`src/rtl/prog_loader_pkg.sv`:
```
// Shared definitions for the program loader: FSM state encoding and default frame marker.
package prog_loader_pkg;

  typedef enum logic [2:0] {
    ST_IDLE = 3'd0,
    ST_LEN  = 3'd1,
    ST_DATA = 3'd2,
    ST_CSUM = 3'd3,
    ST_RUN  = 3'd4,
    ST_ERR  = 3'd5
  } state_t;

  localparam logic [7:0] SYNC_DEFAULT = 8'hA5;

endpackage

```
`src/rtl/prog_loader.sv`:
```
// Byte-stream program loader: parses SYNC/LEN/data/CSUM frames, writes program memory, gates core reset.
module prog_loader
  import prog_loader_pkg::*;
#(
  parameter int                ADDR_W    = 5,
  parameter int                DATA_W    = 8,
  parameter int                DEPTH     = 16,
  parameter logic [DATA_W-1:0] SYNC_BYTE = DATA_W'(SYNC_DEFAULT),
  parameter bit                BOOT_RUN  = 1'b0
) (
  input  logic              clk,
  input  logic              rstn,
  input  logic              in_valid,
  input  logic [DATA_W-1:0] in_data,
  output logic              in_ready,
  output logic              mem_we,
  output logic [ADDR_W-1:0] mem_addr,
  output logic [DATA_W-1:0] mem_wdata,
  output logic              core_rstn,
  output logic              load_done,
  output logic              load_err
);

  localparam logic [DATA_W-1:0] DEPTH_D  = DATA_W'(DEPTH);
  localparam state_t            RESET_ST = BOOT_RUN ? ST_RUN : ST_IDLE;

  state_t            state, state_n;
  logic [ADDR_W-1:0] cnt, len;
  logic [DATA_W-1:0] csum;
  logic              accept, is_sync, len_ok, last_data, csum_ok;

  assign accept    = in_valid & in_ready;
  assign is_sync   = (in_data == SYNC_BYTE);
  assign len_ok    = (in_data != '0) && (in_data <= DEPTH_D);
  assign last_data = (cnt == len - ADDR_W'(1));
  assign csum_ok   = (in_data == csum);

  // SYNC only restarts outside a frame; inside LEN/DATA/CSUM it is ordinary payload.
  always_comb begin
    state_n = state;
    if (accept) begin
      case (state)
        ST_IDLE, ST_RUN, ST_ERR: if (is_sync) state_n = ST_LEN;
        ST_LEN:  state_n = len_ok ? ST_DATA : ST_ERR;
        ST_DATA: if (last_data) state_n = ST_CSUM;
        ST_CSUM: state_n = csum_ok ? ST_RUN : ST_ERR;
        default: state_n = ST_IDLE;
      endcase
    end
  end

  always_ff @(posedge clk or negedge rstn) begin
    if (!rstn) begin
      state     <= RESET_ST;
      cnt       <= '0;
      len       <= '0;
      csum      <= '0;
      in_ready  <= 1'b0;
      mem_we    <= 1'b0;
      mem_addr  <= '0;
      mem_wdata <= '0;
      core_rstn <= BOOT_RUN;
      load_done <= 1'b0;
      load_err  <= 1'b0;
    end else begin
      state     <= state_n;
      in_ready  <= 1'b1;
      mem_we    <= 1'b0;
      load_done <= 1'b0;
      if (accept) begin
        case (state)
          ST_IDLE, ST_RUN, ST_ERR: begin
            if (is_sync) begin
              core_rstn <= 1'b0;
              load_err  <= 1'b0;
            end
          end
          ST_LEN: begin
            cnt  <= '0;
            csum <= in_data;
            len  <= in_data[ADDR_W-1:0];
          end
          ST_DATA: begin
            mem_we    <= 1'b1;
            mem_addr  <= cnt;
            mem_wdata <= in_data;
            csum      <= csum ^ in_data;
            cnt       <= cnt + ADDR_W'(1);
          end
          ST_CSUM: begin
            if (csum_ok) begin
              core_rstn <= 1'b1;
              load_done <= 1'b1;
            end
          end
          default: ;
        endcase
        if (state_n == ST_ERR && state != ST_ERR) load_err <= 1'b1;
      end
    end
  end

endmodule

```
`config.mk`:
```
export PLATFORM = sky130hd
export DESIGN_NAME = prog_loader
export DESIGN_NICKNAME = d
export VERILOG_FILES = /design/src/rtl/prog_loader_pkg.sv /design/src/rtl/prog_loader.sv
export SDC_FILE = /design/constraint.sdc
export NUM_CORES = 1
export LEC_CHECK = 0
export CORE_ASPECT_RATIO = 1.25
export CORE_MARGIN = 3
export CORE_UTILIZATION = 54
export CTS_CLUSTER_DIAMETER = 200
export DETAILED_ROUTE_END_ITERATION = 8
export GPL_TIMING_DRIVEN = 0
export HOLD_SLACK_MARGIN = 0.05
export PLACE_DENSITY = 0.79
export SLEW_MARGIN = 20
export SYNTH_ARGS = -nofsm -noshare
export SYNTH_HDL_FRONTEND = slang
export SYNTH_SLANG_ARGS = --single-unit
```
`constraint.sdc`:
```
create_clock -name clk -period 1.8 [get_ports clk]
set_input_delay 0.36 -clock clk [delete_from_list [all_inputs] [get_ports clk]]
set_output_delay 0.36 -clock clk [all_outputs]
set_load 0.05 [all_outputs]
```
==> impl_metrics.yaml <==
sta:
  final_max_slew_viol_count: 0
  min_period_ns: 1.68
  timing_worst_slew_pin_value_ns: 0.505
  hold_viol_final: 0
  min_period_over_period_pct: 93.4
  clock_skew_ns: 0.00858
  setup_viol: 0
  timing.max_slew.rel_slack_pct: 66.3
  max_freq_ghz: 0.595
global_routing:
  first_global_vias: 1474
  pin_count_of_the_biggest_net_entering_global_routing: 26
  grt_antenna_before_repair: 0
  grt_remaining_overflow: 0
  grt_first_pass_wirelength_microns: 7020
  groute.usage.overall_pct: 21.1
yosys:
  synth_area_leaders: "sky130_fd_sc_hd__dfrtp_1 48%, sky130_fd_sc_hd__nand2_1 10%, sky130_fd_sc_hd__xor2_1 5.6%, sky130_fd_sc_hd__a311oi_2 3.0%, sky130_fd_sc_hd__nor2_1 2.8%"
  multiplexer_share_of_the_synthesized_area_pct: 0.495
  syn_inst: 213
  post-synth-top-count-cell: "sky130_fd_sc_hd__nand2_1"
  post_synth.cell_area_avg_sq_um: 9.49
  post_synthesis_share_of_cell_area_spent_on_and_or_nand_and_nor_gates_pct: 23.7
  synth_cell_types: 42
  synth_edf_count: 0
  cell_area_after_synthesis_sq_um: 2020
  synthTopCellsByCount: "55 x sky130_fd_sc_hd__nand2_1, 39 x sky130_fd_sc_hd__dfrtp_1, 15 x sky130_fd_sc_hd__nor2_1"
  synth-warning-count: 0
  synth_top_family_by_area: "simple AND/OR/NAND/NOR gates"
  seq_area_frac_synth_pct: 48.3
  largest_area_contributor_in_the_netlist: "sky130_fd_sc_hd__dfrtp_1"
  synthArstFlopShare_pct: 100
  synth_fp_nets: 226
  dominantRegCellSynth: "sky130_fd_sc_hd__dfrtp_1"
  post_synth_fa_ha_maj_area_fraction_pct: 1.24
  post_synth_xor_xnor_area_pct: 8.23
  top_area_cell_type_share_of_the_netlist_area_pct: 48.3
  compound_gate_fraction_of_synth_area_pct: 12.7
  postSynthRegisterBits: 39
route:
  detail_route.wl_per_cell_microns: 14.7
  final_antenna_net_count: 0
  routed_wl_microns: 4150
  remaining_drc_errors: 0
  routed_via_density: 5.57
  first_iter_violations: 67
  via_count: 1575
  firstDrtPassIters: 4
worst_setup_path:
  critPathKind: "register to register"
  endpoint_kind: "register"
  cp_max_fo: 3
  crit_path_start_kind: "register"
  cp.required_ns: 2.02
  worstPathArrival_ns: 1.90
  crit_chain: "inv_2, ha_4, xor2_1, nand3_1, nor4_2, a31oi_1, a41oi_1"
  slowest_delay_ns: 0.41
  critical_path.slowest_cell: "sky130_fd_sc_hd__dfrtp_1"
place:
  estimated_wirelength_of_the_detail_placed_design_microns: 2980
  post-place-cells: 274
  port-buffer-count: 21
  placement.cell_area_sq_um: 2300
  gp_congestion: 0.895
layout:
  drive_gt1_share_pct: 16.4
  layout-area-overhead-vs-synth_pct: 19.9
  instances_no_fill: 283
  fillCellCount: 300
  number_of_nets_in_the_final_layout: 256
  antenna-diode-count: 0
  final_design_area_no_fill_sq_um: 2420
clocking:
  cts_made_buffers: 5
  insertion_delay_to_the_later_sink_of_the_worst_skew_pair_ns: 0.29
  cts_sinks: 39
  cts_tree: "done"
  cts_max_level: 2
  clk_root_buffer_cell: "sky130_fd_sc_hd__clkbuf_8"
  clock_tree_buffer_depth: 2
  path_clk_slew_ns: 0.08
power_and_ir_drop:
  static-leakage-power_nw: 1.25
  power_density_nw_per_um2: 661
  power.ir.vdd_worst_uv: 610
die:
  boundaryPins: 29
  row_count: 24
  initial_utilization_pct: 57.1
  design.core.area_sq_um: 3540
  die_w_microns: 60.7
  die-area_sq_um: 4520
  die_height_microns: 74.4
hold_path:
  hold_path.class: "input port to register"
status:
  result_of_the_run: "finished, final reports clean"
flow_run:
  max_cap_violations: 0
[flip-flops by register name (all words and copies together), names as in the netlist]
register,flops
csum,8
mem_wdata,8
cnt,5
len,5
mem_addr,5
state,3
core_rstn,1
in_ready,1
load_done,1
load_err,1
mem_we,1
[critical path, delay by kind of cell, from the launching register on]
family                     cells  cell delay, ns
buffers and inverters          1            0.07
xor gates and xnor gates       1            0.16
adders and majority gates      1            0.26
DFF                            1            0.41
AOI/OAI and AO/OA              2            0.32
and+or+nand+nor                2            0.39
[per-layer routing]
metal,track usage [%],up-vias,part of all wire [%]
met5,0,-,0
met4,5.78,0,1.3
met3,5.73,5,3.9
met2,33.7,34,50
met1,28.4,756,45
li1,-,780,-
[final timing paths]
path | start | to | slack, ns | cells after the start
max | len[0] | load_err | 0.12 | 7
min reg2reg | mem_addr[4] | mem_addr[4] | 0.47 | 2
min in group asynchronous | rstn | mem_addr[1] | 0.51 | 2
max in group asynchronous | rstn | csum[3] | 0.83 | 3
min | in_data[6] | csum[6] | 0.33 | 2
max reg2reg | len[0] | load_err | 0.12 | 7
[cell usage in the layout (no fill, tap or decap), types with 5 or more instances in the layout]
master	instances
sky130_fd_sc_hd__nand2_1	55
sky130_fd_sc_hd__nor2_1	15
sky130_fd_sc_hd__o21ai_0	9
sky130_fd_sc_hd__a21oi_1	10
sky130_fd_sc_hd__dlygate4sd2_1	17
sky130_fd_sc_hd__buf_2	9
sky130_fd_sc_hd__xnor2_1	6
sky130_fd_sc_hd__xor2_1	13
sky130_fd_sc_hd__clkbuf_8	5
sky130_fd_sc_hd__dfrtp_1	38
[power breakdown]
part           switching (mW)  internal [mW]
Sequential             0.0138          0.887
Clock                   0.315          0.269
Combinational          0.0763         0.0410
Total                   0.405           1.20
[layout make-up]
type                    count  area, sq um  share of cell area (%)
plain buffers              14         85.1                    3.51
clock buffers               5         68.8                    2.84
clock inverters             3         20.0                   0.826
inverters                   5         18.8                   0.774
multi-input cells         155          983                    40.6
flip-flops and latches     39          977                    40.3
well taps                  39         48.8                    2.01
repair buffers             23          221                    9.14
[logic make-up (layout without fill, tap and decap cells)]
kind of cell             after synthesis  after routing
AND/OR/NAND/NOR                       98             98
other                                  1              1
buffers and inverters                 19             50
adder cells (fa/ha/maj)                2              2
flip-flops                            39             39
multiplexers                           1              1
XOR/XNOR                              19             19
AO/OA/AOI/OAI                         34             34
[through the flow]
| stage | hold slack [ns] | TNS, ns | total power [mW] | worst slack, ns | utilization [%] |
|---|---|---|---|---|---|
| floorplan | 0.0644 | 0 | 0.982 | 0.142 | - |
| global placement | 0.456 | -28.32 | 1.03 | -0.769 | 64.4 |
| detailed placement | 0.289 | -4.01 | 1.03 | -0.419 | 64.8 |
| CTS | 0.327 | 0 | 1.62 | 0.0145 | 67.3 |
| global route | 0.343 | -0.00511 | 1.68 | -0.00511 | 68.4 |
| finish | 0.335 | 0 | 1.60 | 0.118 | 68.4 |
[timing repair]
action	CTS	global route
hold endpoints to repair	14	0
pin swaps	1	0
setup endpoints to repair	18	13
hold buffers	1	0
buffers inserted	0	0
gates resized for setup	19	9
Note: power is estimated with default switching activity, not from simulation.
